[src/rtl/tx_arbiter.sv]
// Round-robin arbiter that shares one serial transceiver among NREQ requesters,
// sequencing load -> start -> wait-done and aborting on a transceiver stall.
module tx_arbiter #(
  parameter int NREQ      = 4,
  parameter int DinLENGTH = 32,
  parameter int TIMEOUT   = 1023
) (
  input  logic                      Clk,
  input  logic                      Reset,
  input  logic [NREQ-1:0]           Req,
  input  logic [NREQ*DinLENGTH-1:0] ReqData,
  output logic [NREQ-1:0]           Grant,
  output logic [NREQ-1:0]           ReqDone,
  output logic [NREQ-1:0]           Error,
  output logic [DinLENGTH-1:0]      DataIn,
  output logic                      SampleData,
  output logic                      StartTx,
  input  logic                      TxBusy,
  input  logic                      TxDone
);

  localparam int IW = $clog2(NREQ);
  localparam int CW = $clog2(TIMEOUT + 1);
  localparam logic [CW-1:0] TMAX = CW'(TIMEOUT);
  localparam logic [IW-1:0] LAST = IW'(NREQ - 1);

  typedef enum logic [2:0] {
    S_IDLE, S_SAMPLE, S_START, S_WAIT, S_DONE, S_ERR
  } state_t;

  state_t                 state_reg;
  logic [IW-1:0]          ptr_reg;
  logic [IW-1:0]          idx_reg;
  logic [CW-1:0]          cnt_reg;
  logic [NREQ-1:0]        grant_reg;
  logic [NREQ-1:0]        done_reg;
  logic [NREQ-1:0]        err_reg;
  logic [DinLENGTH-1:0]   data_reg;
  logic                   sample_reg;
  logic                   start_reg;

  logic [DinLENGTH-1:0]   req_word [NREQ];
  logic                   win_found;
  logic [IW-1:0]          win_idx;
  logic [NREQ-1:0]        win_onehot;
  logic [IW:0]            cand_sum;
  logic [IW-1:0]          cand;

  genvar gi;
  generate
    for (gi = 0; gi < NREQ; gi++) begin : g_slice
      assign req_word[gi] = ReqData[gi*DinLENGTH +: DinLENGTH];
    end
  endgenerate

  // Scan from ptr upward, wrapping at NREQ; first set request wins.
  always_comb begin
    win_found  = 1'b0;
    win_idx    = '0;
    win_onehot = '0;
    cand_sum   = '0;
    cand       = '0;
    for (int i = 0; i < NREQ; i++) begin
      cand_sum = {1'b0, ptr_reg} + (IW+1)'(i);
      if (cand_sum >= (IW+1)'(NREQ))
        cand_sum = cand_sum - (IW+1)'(NREQ);
      cand = cand_sum[IW-1:0];
      if (!win_found && Req[cand]) begin
        win_found        = 1'b1;
        win_idx          = cand;
        win_onehot[cand] = 1'b1;
      end
    end
  end

  always_ff @(posedge Clk or negedge Reset) begin
    if (!Reset) begin
      state_reg  <= S_IDLE;
      ptr_reg    <= '0;
      idx_reg    <= '0;
      cnt_reg    <= '0;
      grant_reg  <= '0;
      done_reg   <= '0;
      err_reg    <= '0;
      data_reg   <= '0;
      sample_reg <= 1'b0;
      start_reg  <= 1'b0;
    end else begin
      done_reg <= '0;
      err_reg  <= '0;
      case (state_reg)
        S_IDLE: begin
          if (win_found) begin
            grant_reg  <= win_onehot;
            idx_reg    <= win_idx;
            data_reg   <= req_word[win_idx];
            sample_reg <= 1'b1;
            state_reg  <= S_SAMPLE;
          end
        end
        S_SAMPLE: begin
          sample_reg <= 1'b0;
          start_reg  <= 1'b1;
          cnt_reg    <= '0;
          state_reg  <= S_START;
        end
        S_START: begin
          // Exit condition is tested first so it beats a same-cycle timeout.
          if (TxBusy) begin
            start_reg <= 1'b0;
            cnt_reg   <= '0;
            state_reg <= S_WAIT;
          end else if (cnt_reg == TMAX) begin
            start_reg <= 1'b0;
            err_reg   <= grant_reg;
            state_reg <= S_ERR;
          end else begin
            cnt_reg <= cnt_reg + 1'b1;
          end
        end
        S_WAIT: begin
          if (TxDone) begin
            done_reg  <= grant_reg;
            state_reg <= S_DONE;
          end else if (cnt_reg == TMAX) begin
            err_reg   <= grant_reg;
            state_reg <= S_ERR;
          end else begin
            cnt_reg <= cnt_reg + 1'b1;
          end
        end
        S_DONE, S_ERR: begin
          grant_reg <= '0;
          cnt_reg   <= '0;
          ptr_reg   <= (idx_reg == LAST) ? '0 : idx_reg + IW'(1);
          state_reg <= S_IDLE;
        end
        default: state_reg <= S_IDLE;
      endcase
    end
  end

  assign Grant      = grant_reg;
  assign ReqDone    = done_reg;
  assign Error      = err_reg;
  assign DataIn     = data_reg;
  assign SampleData = sample_reg;
  assign StartTx    = start_reg;

endmodule

[config.mk]
export PLATFORM = sky130hd
export DESIGN_NAME = tx_arbiter
export DESIGN_NICKNAME = d
export VERILOG_FILES = /design/src/rtl/tx_arbiter.sv
export SDC_FILE = /design/constraint.sdc
export NUM_CORES = 1
export LEC_CHECK = 0
export BUFFER_PORTS_ARGS = -buffer_cell sky130_fd_sc_hd__buf_4
export CORE_ASPECT_RATIO = 2
export CORE_UTILIZATION = 45
export DETAILED_ROUTE_END_ITERATION = 8
export GPL_TIMING_DRIVEN = 0
export PLACE_DENSITY = 0.89
export REMOVE_ABC_BUFFERS = 1
export SYNTH_ARGS = -nofsm -noshare
export SYNTH_HDL_FRONTEND = slang
export SYNTH_SLANG_ARGS = --single-unit
[constraint.sdc]
create_clock -name Clk -period 3.4 [get_ports Clk]
set_clock_uncertainty 0.15 [all_clocks]
set_input_delay 0.85 -clock Clk [delete_from_list [all_inputs] [get_ports Clk]]
set_output_delay 0.85 -clock Clk [all_outputs]
set_load 0.02 [all_outputs]
# After elaboration in Yosys (flattened, before gate mapping)
# Cells that the tools add are included.
[totals]
in_bits = 136
regBits = 63
out_inout_bits = 46
latch_bits = 0
mem_bits_rw = 0
n_memories = 0
mem_bits_ro = 0
[classes]
n_bitwise = 4
multipliers = 0
addsub = 9
n_shift = 0
magnitude_cmp = 13
n_eq_ne = 10
div = 0
mux = 58
reduce_logical = 22
[op_table]
columns = ["cell", "n"]
rows = [
  ["$bmux W32 S2", 1],
  ["$mux W32", 2],
  ["$mux W4", 10],
  ["$mux W10", 3],
  ["$pmux W10 S3", 1],
  ["$mux W2", 9],
  ["$pmux W4 S2", 2],
  ["$mux W1", 15],
  ["$ge A3 B3 Y1 const B", 4],
  ["$lt A2 B3 Y1 const B", 4],
  ["$mux W3", 4],
  ["$or A4 B4 Y4", 3],
  ["$pmux W3 S4", 1],
  ["$add A10 B1 Y10 const B", 1],
  ["$eq A10 B10 Y1 const B", 1],
  ["$reduce_and A2 Y1", 5],
  ["$bmux W1 S2", 4],
  ["$demux W1 S2", 4],
  ["$ge A2 B1 Y1 const B", 4],
  ["$sub A2 B1 Y2 const B", 4],
  ["$logic_and A1 B1 Y1", 7],
  ["$add A2 B2 Y3 const B", 2],
  ["$eq A3 B2 Y1 const B", 2],
  ["$eq A3 B3 Y1 const B", 2],
  ["15 further kinds", 21],
]

# Logic depth before layout (Yosys ltp)
[depth]
ltp_word = 18
depth_mapped = 13
depth_no_buf = 8

# Least setup slack after synthesis
# OpenSTA, ideal clock, no wires.
[synth_path]
kind = "register -> register"
from = "register ptr_reg[0]"
to = "register data_reg[12], in the netlist DataIn[12]"
arrival_ps = 2957
path_slack_ps = 228
synth_period_minus_slack_ps = 3172
stages_incl_launch_ff = 13
required_time_ps = 3185
path_cell_list = "dfrtp_1 -> clkbuf_1 -> inv_2 -> ha_1 -> buf_6 -> mux4_2 -> nand2b_4 -> buf_6 -> nand3_4 -> buf_2 -> nor2_1 -> a2111oi_2 -> o22a_1"
[synth_between]
elab_chain_len = 18
[synth_lines]
columns = ["element", "line", "source"]
rows = [
  ["start, declared", "32", "logic [IW-1:0] ptr_reg;"],
  ["start signal, assigned", "135", "ptr_reg <= (idx_reg == LAST) ? '0 : idx_reg + IW'(1);"],
  ["branches (longest 18 deep; another with $add A2 B1 Y3)", "n/a", ""],
  ["end signal, assigned", "96", "data_reg <= req_word[win_idx];"],
  ["end, declared", "38", "logic [DinLENGTH-1:0] data_reg;"],
]
# Several ways; the timed one is not identified. The select of a mux whose other input is x is not followed.
# A chain may end at the register's enable or synchronous reset.

# Final worst setup path
[layout_path]
from = "register ptr_reg[0]"
to = "register data_reg[0], in the netlist DataIn[0]"
# The elaborated chain is that of the path after synthesis.

==> flow_summary.json <==
{
  "grt_pass1_wl_mm": 25.6,
  "core_sq_um": 10400,
  "synth-xor-area-share_pct": 1.09,
  "worstMarginPinSlew_ns": 0.857,
  "htreeDepth": 3,
  "worstSetupEndpointType": "flop",
  "path_class": "reg2reg",
  "final_cells": 848,
  "hold_buffers": 0,
  "insertedDiodeCount": 0,
  "use_met3_pct": 5.15,
  "grt_start_max_net_pins": 64,
  "slew_headroom_pct": 42.9,
  "hold_viol": 0,
  "power.total_mw": 6.24,
  "num_io_pins": 182,
  "dp.cells": 816,
  "async_flop_share_pct": 100,
  "fp.dieArea_sq_um": 11100,
  "synthAdderAreaFrac_pct": 2.61,
  "path_cells": "inv_4 -> ha_4 -> mux4_2 -> a32oi_1 -> o211ai_1 -> buf_4 -> buf_4 -> a2111oi_1 -> o22a_1",
  "cts-buffers-inserted": 9,
  "drive_gt1_share_pct": 36.6,
  "avgViaCountPerCell": 6.21,
  "clk_pin_slew_worst_paths_ns": 0.06,
  "clk_latency_ns": 0.33,
  "largest_reg_flops": 32,
  "drcViolationCount": 0,
  "cts_max_path_buffers": 2,
  "synth-simple-area-share_pct": 17.1,
  "worstPathArrival_ns": 3.38,
  "avgSynthCellArea_sq_um": 8.74,
  "grt-busiest-layer": "met2",
  "synth_cells": 549,
  "drtPass1Iterations": 5,
  "die_height_um": 148,
  "finalSetupViolCount": 0,
  "cellLeakagePower_nw": 3.01,
  "cts_tree": "yes",
  "layout_setup_ws_ns": 0.142,
  "antenna_left": 0,
  "status": "completed",
  "cp.required_ns": 3.53,
  "synth_top_family_by_area": "compound AO/OA/AOI/OAI gates",
  "syn2layout_area_growth_pct": 39.1,
  "numClockSinks": 63,
  "max_stage_delay_ns": 0.58,
  "cpMostUsedCell": "buf_4",
  "finalCritPeriodShare_pct": 95.8,
  "synth-edff-count": 0,
  "clock.fmax_mhz": 307,
  "gr-usage-met2_pct": 53.6,
  "gp_congestion": 0.829,
  "peakVddDrop_uv": 559,
  "dr.first_iter.drc_count": 489,
  "syn_area_sq_um": 4800,
  "ys_ff_latch": 63,
  "vias": 5268,
  "p_per_area_nw_per_um2": 935,
  "start_util_pct": 46.1,
  "fin_crit_ns": 3.26,
  "dp_hpwl_mm": 11.1,
  "maxCapViolations": 0,
  "grt_util_all_layers_pct": 30.0,
  "yosysMostFrequentCell": "dfrtp_1",
  "use_met1_pct": 33.3,
  "ys_warn_count": 0,
  "rsz0062_at_grt": "no",
  "rows": 53,
  "yosys-top-cells-area": "dfrtp_1 (33%), mux2i_1 (7.5%), a2111oi_2 (5.3%)",
  "hold_path_class": "reg2reg",
  "portBuffers": 181,
  "slew_violations": 0,
  "multi_input_area_sq_um": 3070,
  "path_max_fanout": 11,
  "synth_compound_area_share_pct": 30.3,
  "preCtsSetupSlack_ns": -1.86,
  "critPathLaunchType": "flop",
  "utilization_pct": 64.1,
  "yosysTopAreaCell": "dfrtp_1",
  "antenna_found_initial": 0,
  "avgRoutedWirePerCell_um": 19.7,
  "nFillCells": 835,
  "drt_wl_total_mm": 16.7,
  "synth.distinct_cells": 54,
  "grt.overflow.total": 0,
  "die-width_um": 75.0,
  "ys.flop_type": "dfrtp_1",
  "ys_seq_area_share_pct": 32.8,
  "synthMuxAreaShare_pct": 10.6,
  "grt_pass1_vias": 5317,
  "synth_common_cells": "dfrtp_1 (63), nor2_1 (56), a21oi_1 (46)",
  "ff_latch_area_sq_um": 1580,
  "cts_root_buf": "clkbuf_16",
  "setup_tns_ns": 0,
  "yosys.area.top_type_share_pct": 32.8,
  "slowest_stage": "mux4_2",
  "reg2reg_slack_ns": 0.14,
  "layout.nets": 852
}
[kinds of logic (layout without fill, tap and decap cells)]
family | Yosys count | after routing
simple gates | 172 | 174
xor+xnor | 6 | 6
flops | 63 | 63
compound gates | 194 | 194
buf+inv | 59 | 219
fa+ha+maj | 10 | 10
mux | 45 | 45
[cell type report]
class / count / area share [%]
multi-input cells: 429 / 45.9
flip-flops and latches: 63 / 23.7
repair buffers: 199 / 23.3
clock buffers: 9 / 3.37
well taps: 137 / 2.57
clock inverters: 7 / 0.862
inverters: 4 / 0.262
[repair_timing]
| item | in CTS | in global routing |
|---|---|---|
| setup buffers | 7 | 7 |
| cloned | 0 | 2 |
| pin swaps | 3 | 1 |
| gates resized for setup | 15 | 9 |
| endpoints found under the setup margin | 38 | 36 |
[routing by layer]
| metal | part of all wire (%) | up-vias |
|---|---|---|
| li1 | - | 2415 |
| met1 | 35 | 2522 |
| met3 | 5.6 | 50 |
| met4 | 2.8 | 0 |
| met2 | 56 | 281 |
| met5 | 0 | - |
[cell usage in the layout, fill, tap and decap left out, drive strengths merged, types with 4 or more instances in the layout]
cell     instances
a221oi           4
nand3           27
clkbuf           9
a21oi           46
o21ai           24
buf            199
a22oi            4
nor3            20
a31oi           14
o22a            19
o31ai           20
or3              4
dfrtp           63
o211ai          18
nand2           41
nor2            56
mux2i           37
mux2             5
ha              10
and3             8
and2             7
o2111ai         13
inv              6
a2111oi         18
[per-stage QoR]
| step | hold slack, ns | instance area [sq um] |
|---|---|---|
| after detailed placement | 0.336 | 6140 |
| after global placement | 0.319 | 6080 |
| after global routing | 0.371 | 6670 |
| after CTS | 0.350 | 6570 |
| after floorplan | 0.304 | 4550 |
| final | 0.343 | 6670 |
[where the power goes]
part	internal, mW	leakage (nW)	switching (mW)
logic	1.64	2.10	2.46
registers	1.04	0.778	0.225
clock network	0.501	0.129	0.378
total	3.18	3.01	3.06
[critical path, delay by kind of cell, from the launching register on]
kind            cells  cell delay [ns]
compound gates      4             1.01
fa+ha+maj           1             0.24
buf+inv             3             0.65
flops               1             0.55
mux                 1             0.58
[final timing paths]
path | start | end | cells after the start
worst min register to register | idx_reg[1]$_DFFE_PN0P_ | idx_reg[1]$_DFFE_PN0P_ | 2
worst max-delay path | ptr_reg[0]$_DFFE_PN0N_ | DataIn[0]$_DFFE_PN0P_ | 9
worst max register to register | ptr_reg[0]$_DFFE_PN0N_ | DataIn[0]$_DFFE_PN0P_ | 9
min in group asynchronous | Reset | ReqDone[2]$_DFF_PN0_ | 1
worst min-delay path | idx_reg[1]$_DFFE_PN0P_ | idx_reg[1]$_DFFE_PN0P_ | 2
max in group asynchronous | Reset | ptr_reg[0]$_DFFE_PN0N_ | 1
No activity file was read; power rests on OpenSTA's default activity.
